File: src/rtl/irq_pkg.sv
// Shared types and register map for the external interrupt arbiter.
//   irq_state_e : arbiter FSM state encoding
//   IRQ_*       : config register addresses
package irq_pkg;

   typedef enum logic [1:0] {
      IDLE   = 2'd0,
      REQ    = 2'd1,
      ACTIVE = 2'd2
   } irq_state_e;

   localparam logic [3:0] IRQ_PRIO_BASE = 4'h0;
   localparam logic [3:0] IRQ_ENABLE    = 4'h8;
   localparam logic [3:0] IRQ_THRESH    = 4'h9;
   localparam logic [3:0] IRQ_CLAIM     = 4'hA;
   localparam logic [3:0] IRQ_PENDING   = 4'hB;

endpackage

File: src/rtl/irq_prio_tree.sv
// Combinational max-priority finder.
//   valid    : per-source eligibility
//   prio     : per-source priority
//   win_id   : index+1 of the highest-priority valid source, 0 when none
//   win_prio : priority of the winner, 0 when none
// Ties resolve to the lowest index because a later source must be strictly
// higher to displace the current best.
module irq_prio_tree
   import irq_pkg::*;
#(
   parameter int N_SRC  = 8,
   parameter int PRIO_W = 3
) (
   input  logic [N_SRC-1:0]             valid,
   input  logic [N_SRC-1:0][PRIO_W-1:0] prio,
   output logic [3:0]                   win_id,
   output logic [PRIO_W-1:0]            win_prio
);

   always_comb begin
      win_id   = '0;
      win_prio = '0;
      for (int i = 0; i < N_SRC; i++) begin
         if (valid[i] && ((win_id == 4'd0) || (prio[i] > win_prio))) begin
            win_id   = 4'(i + 1);
            win_prio = prio[i];
         end
      end
   end

endmodule

File: src/rtl/irq_arbiter.sv
// Machine-mode external interrupt arbiter.
//   clk, rst     : clock, synchronous active-high reset
//   src_irq      : rising-edge triggered source requests
//   trap_taken   : core entered the external-interrupt trap (claim)
//   mret         : core retired MRET (complete)
//   cfg_we/addr/wdata/rdata : register port, rdata combinational
//   interrupt    : registered request to the exception unit
//   claim_id     : registered id of the source in service, 0 when none
//
// state  | meaning
// IDLE   | no eligible source, nothing in service
// REQ    | interrupt raised, waiting for the core to take the trap
// ACTIVE | a source is claimed, waiting for MRET
module irq_arbiter
   import irq_pkg::*;
#(
   parameter int N_SRC  = 8,
   parameter int PRIO_W = 3
) (
   input  logic              clk,
   input  logic              rst,
   input  logic [N_SRC-1:0]  src_irq,
   input  logic              trap_taken,
   input  logic              mret,
   input  logic              cfg_we,
   input  logic [3:0]        cfg_addr,
   input  logic [31:0]       cfg_wdata,
   output logic [31:0]       cfg_rdata,
   output logic              interrupt,
   output logic [3:0]        claim_id
);

   logic [N_SRC-1:0]             src_q;
   logic [N_SRC-1:0]             pending;
   logic [N_SRC-1:0]             enable;
   logic [N_SRC-1:0][PRIO_W-1:0] prio;
   logic [PRIO_W-1:0]            thresh;
   logic [N_SRC-1:0]             eligible;
   logic [N_SRC-1:0]             src_edge;
   logic [N_SRC-1:0]             claim_mask;
   logic [3:0]                   win_id;
   logic [PRIO_W-1:0]            unused_win_prio;
   logic                         unused_wdata;
   logic                         claim_fire;
   irq_state_e                   state, state_nxt;

   assign src_edge     = src_irq & ~src_q;
   assign unused_wdata = ^cfg_wdata[31:N_SRC];

   always_comb begin
      eligible   = '0;
      claim_mask = '0;
      for (int i = 0; i < N_SRC; i++) begin
         eligible[i]   = pending[i] & enable[i] & (prio[i] > thresh);
         claim_mask[i] = claim_fire & (win_id == 4'(i + 1));
      end
   end

   irq_prio_tree #(
      .N_SRC  (N_SRC),
      .PRIO_W (PRIO_W)
   ) u_prio_tree (
      .valid    (eligible),
      .prio     (prio),
      .win_id   (win_id),
      .win_prio (unused_win_prio)
   );

   always_comb begin
      state_nxt  = state;
      claim_fire = 1'b0;
      case (state)
         IDLE: begin
            if (win_id != 4'd0) state_nxt = REQ;
         end
         REQ: begin
            // Losing the winner takes precedence: a trap with nothing
            // eligible has nothing to claim.
            if (win_id == 4'd0) begin
               state_nxt = IDLE;
            end else if (trap_taken) begin
               state_nxt  = ACTIVE;
               claim_fire = 1'b1;
            end
         end
         ACTIVE: begin
            if (mret) state_nxt = IDLE;
         end
         default: state_nxt = IDLE;
      endcase
   end

   always_ff @(posedge clk) begin
      if (rst) begin
         state     <= IDLE;
         interrupt <= 1'b0;
         claim_id  <= '0;
         src_q     <= '0;
         pending   <= '0;
         enable    <= '0;
         prio      <= '0;
         thresh    <= '0;
      end else begin
         state     <= state_nxt;
         interrupt <= (state_nxt == REQ);
         src_q     <= src_irq;
         // Edge is OR'd in after the claim clear so a same-cycle edge wins.
         pending   <= (pending & ~claim_mask) | src_edge;
         if (claim_fire) begin
            claim_id <= win_id;
         end else if ((state == ACTIVE) && mret) begin
            claim_id <= '0;
         end
         if (cfg_we) begin
            case (cfg_addr)
               IRQ_ENABLE: enable <= cfg_wdata[N_SRC-1:0];
               IRQ_THRESH: thresh <= cfg_wdata[PRIO_W-1:0];
               default: begin
                  for (int i = 0; i < N_SRC; i++) begin
                     if ((cfg_addr == IRQ_PRIO_BASE + 4'(i)) && (cfg_addr < IRQ_ENABLE))
                        prio[i] <= cfg_wdata[PRIO_W-1:0];
                  end
               end
            endcase
         end
      end
   end

   always_comb begin
      cfg_rdata = '0;
      case (cfg_addr)
         IRQ_ENABLE:  cfg_rdata[N_SRC-1:0]  = enable;
         IRQ_THRESH:  cfg_rdata[PRIO_W-1:0] = thresh;
         IRQ_CLAIM:   cfg_rdata[3:0]        = claim_id;
         IRQ_PENDING: cfg_rdata[N_SRC-1:0]  = pending;
         default: begin
            for (int i = 0; i < N_SRC; i++) begin
               if ((cfg_addr == IRQ_PRIO_BASE + 4'(i)) && (cfg_addr < IRQ_ENABLE))
                  cfg_rdata[PRIO_W-1:0] = prio[i];
            end
         end
      endcase
   end

endmodule

File: config.mk
export PLATFORM = sky130hd
export DESIGN_NAME = irq_arbiter
export DESIGN_NICKNAME = d
export VERILOG_FILES = /design/src/rtl/irq_pkg.sv /design/src/rtl/irq_prio_tree.sv /design/src/rtl/irq_arbiter.sv
export SDC_FILE = /design/constraint.sdc
export NUM_CORES = 1
export LEC_CHECK = 0
export ABC_AREA = 1
export BUFFER_PORTS_ARGS = -buffer_cell sky130_fd_sc_hd__buf_2
export CAP_MARGIN = 40
export CORE_UTILIZATION = 60
export CTS_CLUSTER_DIAMETER = 40
export DETAILED_ROUTE_END_ITERATION = 8
export PLACE_DENSITY = 0.95
export SYNTH_ARGS = -nofsm -noshare
export SYNTH_HDL_FRONTEND = slang
export SYNTH_SLANG_ARGS = --single-unit
File: constraint.sdc
create_clock -name clk -period 24.3 [get_ports clk]
set_input_delay 4.86 -clock clk [delete_from_list [all_inputs] [get_ports clk]]
set_output_delay 4.86 -clock clk [all_outputs]
set_load 0.02 [all_outputs]
After elaboration in Yosys (flattened, before gate mapping). Cells that the tools add are included.

Register bits after elaboration: 58. Bits of input ports: 49. Output and inout bits: 37. Word-level logic and storage cells: 165.

Magnitude comparators: 16. Equal/unequal tests: 22. Mux-type cells: 36. Bitwise logic cells: 30. Reductions and logical operators: 46.

Operator list (count): > comparator 3 bit (15); 2-to-1 mux 3 bit (15); zero test 4 bit (9); 2-to-1 mux 4 bit (9); equality test 4 x 3 -> 1 bit, second input constant (8); bitwise AND 1 bit (24); AND reduction 3 bit (8); equality test 4 bit, second input constant (5); bitwise AND 8 bit (2); equality test 4 x 2 -> 1 bit, second input constant (4); logical AND 1 bit (16); NOT 8 bit (2); one-hot mux 3 bit (4 select lines) (1); equality test 4 x 1 -> 1 bit, second input constant (2); 2-to-1 mux 2 bit (4); OR 8 bit (1); one-hot mux 4 bit (2 select lines) (1); logical OR 1 bit (7); one-hot mux 2 bit (3 select lines) (1); equality test 2 x 1 -> 1 bit, second input constant (2); less-than comparator 4 bit, second input constant (1); 2-to-1 mux 1 bit (4); AND reduction 2 bit (2); nonzero test 4 bit (1); other kinds (6) (6).

Longest topological paths before layout.
Word-level depth: 38. Depth in mapped cells: 70. Depth with buffers taken out: 70.

Hierarchy. From an unflattened synthesis, not the netlist that was laid out.

Cells, all modules: 643. Area total of the unflattened synthesis: 4380.5 um2.

By module, submodules not included: irq_arbiter (instances 1, cells an instance 455, area an instance 3330.7 um2, sequential area each 1161.1 um2); irq_prio_tree (instances 1, cells an instance 188, area an instance 1049.8 um2, sequential area each 0.0 um2).

Worst setup path before layout. OpenSTA, ideal clock, no wires.

Path type: input to output. Start point: in cfg_addr[3]. End point: out cfg_rdata[4]. Arrival: 6.186 ns. Data required time: 19.440 ns. Path slack: 13.254 ns. Stages: 6. Path through: inv_1 -> nor2_1 -> inv_1 -> nor2_1 -> inv_1 -> o21ai_0.

Word-level cells in the longest chain between the ends: 2. Elaborated cells between the ends (all ways): 3. Those cells by class: eq/ne (2); mux (1).

RTL lines: start: declaration (line irq_arbiter.sv:26) `input logic [3:0] cfg_addr,`; equality test 4 bit (line irq_arbiter.sv:131) `case (cfg_addr)`; one-hot mux 4 bit (2 select lines) * (line irq_arbiter.sv:131); end: declaration (line irq_arbiter.sv:28) `output logic [31:0] cfg_rdata,`.

Mark *: on every way between the ends. The rest lies on a longest branch, timed or not.

Worst setup path after layout.
Start point: in cfg_addr[3]. End point: out cfg_rdata[3].

Word-level cells in the longest chain between the ends: 2. Elaborated cells between the ends (all ways): 4. Those cells by class: eq/ne (3); mux (1).

RTL lines (line): equality test 4 bit (irq_arbiter.sv:131); one-hot mux 1 bit (3 select lines) * (irq_arbiter.sv:131).

Marked as above.

==> results_tabular.tex <==
\begin{tabular}{lr}
\hline
Metric & Value \\
\hline
\multicolumn{2}{l}{\textbf{Pwr}} \\
Fraction of power spent switching nets & 0.265 \\
Power, Total & 227 uW \\
Internal portion of total power & $\sim$170 uW \\
Leakage power of the design & 0.00222 uW \\
Clock network fraction of total power & 0.439 \\
Switching power of the nets & between 60 and 70 uW \\
Proportion of power drawn by flip-flops and latches & 0.445 \\
Logic gate share of total power & 0.116 \\
Pwr per Cell Area & approximately 49 mW/mm2 \\
Maximum ir drop on the vdd rail & around 0.000057 V \\
\multicolumn{2}{l}{\textbf{Floorplan}} \\
\# IOs & 86 \\
X dimension of the die & 85.8 um \\
Core Area & around 0.0068 mm2 \\
Starting utilization of the core area & 0.621 \\
Die footprint & 0.00737 mm2 \\
Floorplan die height & 85.8 um \\
Site row count & 30 \\
\multicolumn{2}{l}{\textbf{Timing}} \\
Worst-Margin Slew & approximately 900 ps \\
Final critical delay including setup and external delays & between 10,000 and 15,000 ps \\
Summed negative setup slack over all endpoints & 0 ps \\
Final Hold Slack & between 400 and 500 ps \\
Number of endpoints with negative hold slack in the final report & 0 \\
Setup repair after global routing missed its margin & false \\
Setup violations, final & 0 \\
Share of the clock period used by the worst path & 0.474 \\
Slew Limit Fails & 0 \\
Max\_slew headroom & 0.397 \\
Highest clock frequency the design can meet & 86.8 MHz \\
Final worst clock skew & between 9 and 10 ps \\
\multicolumn{2}{l}{\textbf{Route}} \\
Via count normalized by instance count & around 5.7 \\
Initial DRT Pass Iterations & 6 \\
Total length of routed met2 wires & $\sim$5500 um \\
Final Routed Wirelength & around 11,000 um \\
DRC violations left & 0 \\
Number of routed nets with antenna violations & 0 \\
Iteration-0 DRC Markers & between 400 and 500 \\
Met3 Wirelength & just over 900 um \\
Total vias in the final route & roughly 4,400 \\
Met1 WL & 4330 um \\
WL per Instance & around 15 um \\
Top Metal Used & met4 \\
\multicolumn{2}{l}{\textbf{Yosys}} \\
Post-Synth XOR/XNOR Area & 0 \\
Dominant combinational cell family by area after synthesis & simple AND/OR/NAND/NOR gates \\
Synth Register Bits & 58 \\
Sequential area share after synthesis & 0.275 \\
Simple-gate share of the synthesized area & 0.291 \\
Synthesized-area fraction occupied by adder cells & 0.128 \\
Synth top area share & 0.275 \\
Unique cell type count in the Yosys netlist & 36 \\
Mux contribution to synthesized area & 0 \\
Fraction of the mapped netlist area in compound gates & 0.172 \\
Synthesized area & approximately 0.0042 mm2 \\
Cells after Synth & 621 \\
Top area cells in the synthesized netlist & sky130\_fd\_sc\_hd\_\_dfxtp\_1, sky130\_fd\_sc\_hd\_\_ha\_1, sky130\_fd\_sc\_hd\_\_nand2\_1 \\
Syn\_area\_per\_cell & roughly 6.8 um2 \\
Yosys warnings & 0 \\
Cell accounting for the most synthesized area & sky130\_fd\_sc\_hd\_\_dfxtp\_1 \\
\multicolumn{2}{l}{\textbf{Finish}} \\
Nets & approximately 750 \\
Number of fill cells & approximately 500 \\
Layout cells sized above 1 & 0.137 \\
Number of antenna cells inserted & 0 \\
Post-route non-filler standard cell count & 760 \\
Layout area overhead & 9.40\% \\
\multicolumn{2}{l}{\textbf{Clock network}} \\
H-Tree Depth & 3 \\
Number of gates given a new drive strength after cts & 0 \\
Number of buffers added to fix hold violations after cts & 0 \\
Root buffer cell & sky130\_fd\_sc\_hd\_\_clkbuf\_8 \\
CTS tree & yes \\
Number of setup buffers added after CTS & 0 \\
Clk slew on worst S/H paths & $\sim$60 ps \\
Number of clock sinks & 58 \\
Later-pin clock latency in the skew report & approximately 350 ps \\
CTS buffer count & 9 \\
Buffers from clock root to sink, at most & 2 \\
\multicolumn{2}{l}{\textbf{Setup path}} \\
Data required time at the worst endpoint & a little under 20,000 ps \\
Critical path type & primary input to output pin \\
Sort of element at the start of the critical path & primary input \\
Data arrival time of the critical path & 6660 ps \\
Kind of end point of the critical path & output pin \\
Biggest fanout along the worst timing path & 8 \\
\multicolumn{2}{l}{\textbf{Global routing}} \\
Global-route wire length before repair & between 15,000 and 20,000 um \\
Gr usage total & 0.326 \\
GRT overflow & 0 \\
Via count of the first global-routing pass & around 4,200 \\
Antenna violations before repair & 0 \\
Pin count of the biggest net entering global routing & 37 \\
\multicolumn{2}{l}{\textbf{Outcome}} \\
Outcome & finished clean \\
\multicolumn{2}{l}{\textbf{Job}} \\
Max-Cap Viols & 0 \\
\multicolumn{2}{l}{\textbf{Place}} \\
Sum of net half-perimeters after detailed placement & approximately 8300 um \\
RePlAce Congestion & 0.904 \\
Total placed cells including tap cells & $\sim$740 \\
Count of input and output buffers & 37 \\
\multicolumn{2}{l}{\textbf{Worst hold path}} \\
Worst hold path class & flop to flop \\
\hline
\end{tabular}
[path summary, 6_finish.rpt]
path | start | to | slack [ps] | cells after the start
max | cfg_addr[3] | cfg_rdata[3] | 12780 | 8
min | src_q[7] | pending[7] | 420 | 1
max reg2reg | thresh[2] | pending[0] | 14750 | 67
min reg2reg | src_q[7] | pending[7] | 420 | 1
[power by group through the flow]
stage	Clock, uW	Sequential [uW]	Combinational, uW
after floorplan	0	102	21.8
after global placement	0	102	23.8
after CTS	99.3	101	25.7
final	99.4	101	26.3
after global routing	103	101	29.4
after detailed placement	0	103	25.1
[per-layer routing]
metal  global-route usage  up-vias
li1                     -     2083
met1                0.342     1977
met2                0.573      242
met3               0.0789       64
met4                0.232        0
met5                    0        -
[layout by cell type (no fill, tap or decap), drive strengths merged]
cell      netlist  final
nand2         118    118
inv            92     92
nor2           72     72
o21ai          69     69
dfxtp          58     58
nand3          53     53
a21oi          49     49
ha             43     43
buf            25     37
conb            1     24
clkbuf          8     11
nor3            6      6
o22ai           5      5
nand4           5      5
nand3b          3      3
a221oi          3      3
a211oi          2      2
a311oi          2      2
and2            2      2
clkinv          0      2
bufinv          0      2
o211ai          1      1
o21bai          1      1
a31oi           1      1
o2111ai         1      1
a21boi          1      1
clkinvlp        0      1
[through the flow]
step	util	worst slack (ps)	area [um2]
after floorplan	-	13250	4300
after global placement	0.647	12940	4400
after detailed placement	0.647	12880	4400
after CTS	0.679	12820	4610
after global routing	0.679	12630	4610
final	0.679	12780	4610
[critical path, cell delays in order]
cell and delay (ps):
sky130_fd_sc_hd__buf_2 110, sky130_fd_sc_hd__inv_1 40, sky130_fd_sc_hd__nor2_1 380, sky130_fd_sc_hd__inv_1 150
sky130_fd_sc_hd__nor2_1 390, sky130_fd_sc_hd__inv_1 240, sky130_fd_sc_hd__o211ai_1 280, sky130_fd_sc_hd__buf_2 210
[synthesized netlist by cell type, drive strengths merged]
library cell / instances
a21oi: 49
a21boi: 1
o21ai: 69
nand2: 118
o2111ai: 1
nor3: 6
nand4: 5
and2: 2
dfxtp: 58
ha: 43
o21bai: 1
a211oi: 2
nand3b: 3
o22ai: 5
buf: 25
conb: 1
a311oi: 2
clkbuf: 8
o211ai: 1
nand3: 53
inv: 92
a221oi: 3
nor2: 72
a31oi: 1
[layout make-up]
cell class	count	area, um2	share of cell area
Sequential cell	58	1160	0.252
Tap cell	96	120	0.0260
Clock inverter	5	77.6	0.0168
Inverter	92	348	0.0754
Multi-Input combinational cell	461	2580	0.559
Timing Repair Buffer	37	185	0.0401
Clock buffer	11	141	0.0306
[state kept, by name (all words and copies together) (netlist names)]
name and cells:
claim_id 4, interrupt 1, src_q 8, pending 8, enable 8, thresh 3
prio 24, state 2
[cell families (layout without fill, tap and decap cells)]
| logic type | Yosys count | after routing |
|---|---|---|
| AOI/OAI and AO/OA | 135 | 135 |
| adders and majority gates | 43 | 43 |
| buffers and inverters | 125 | 145 |
| DFF | 58 | 58 |
| other | 1 | 24 |
| and+or+nand+nor | 259 | 259 |
Note: power is estimated with default switching activity, not from simulation.
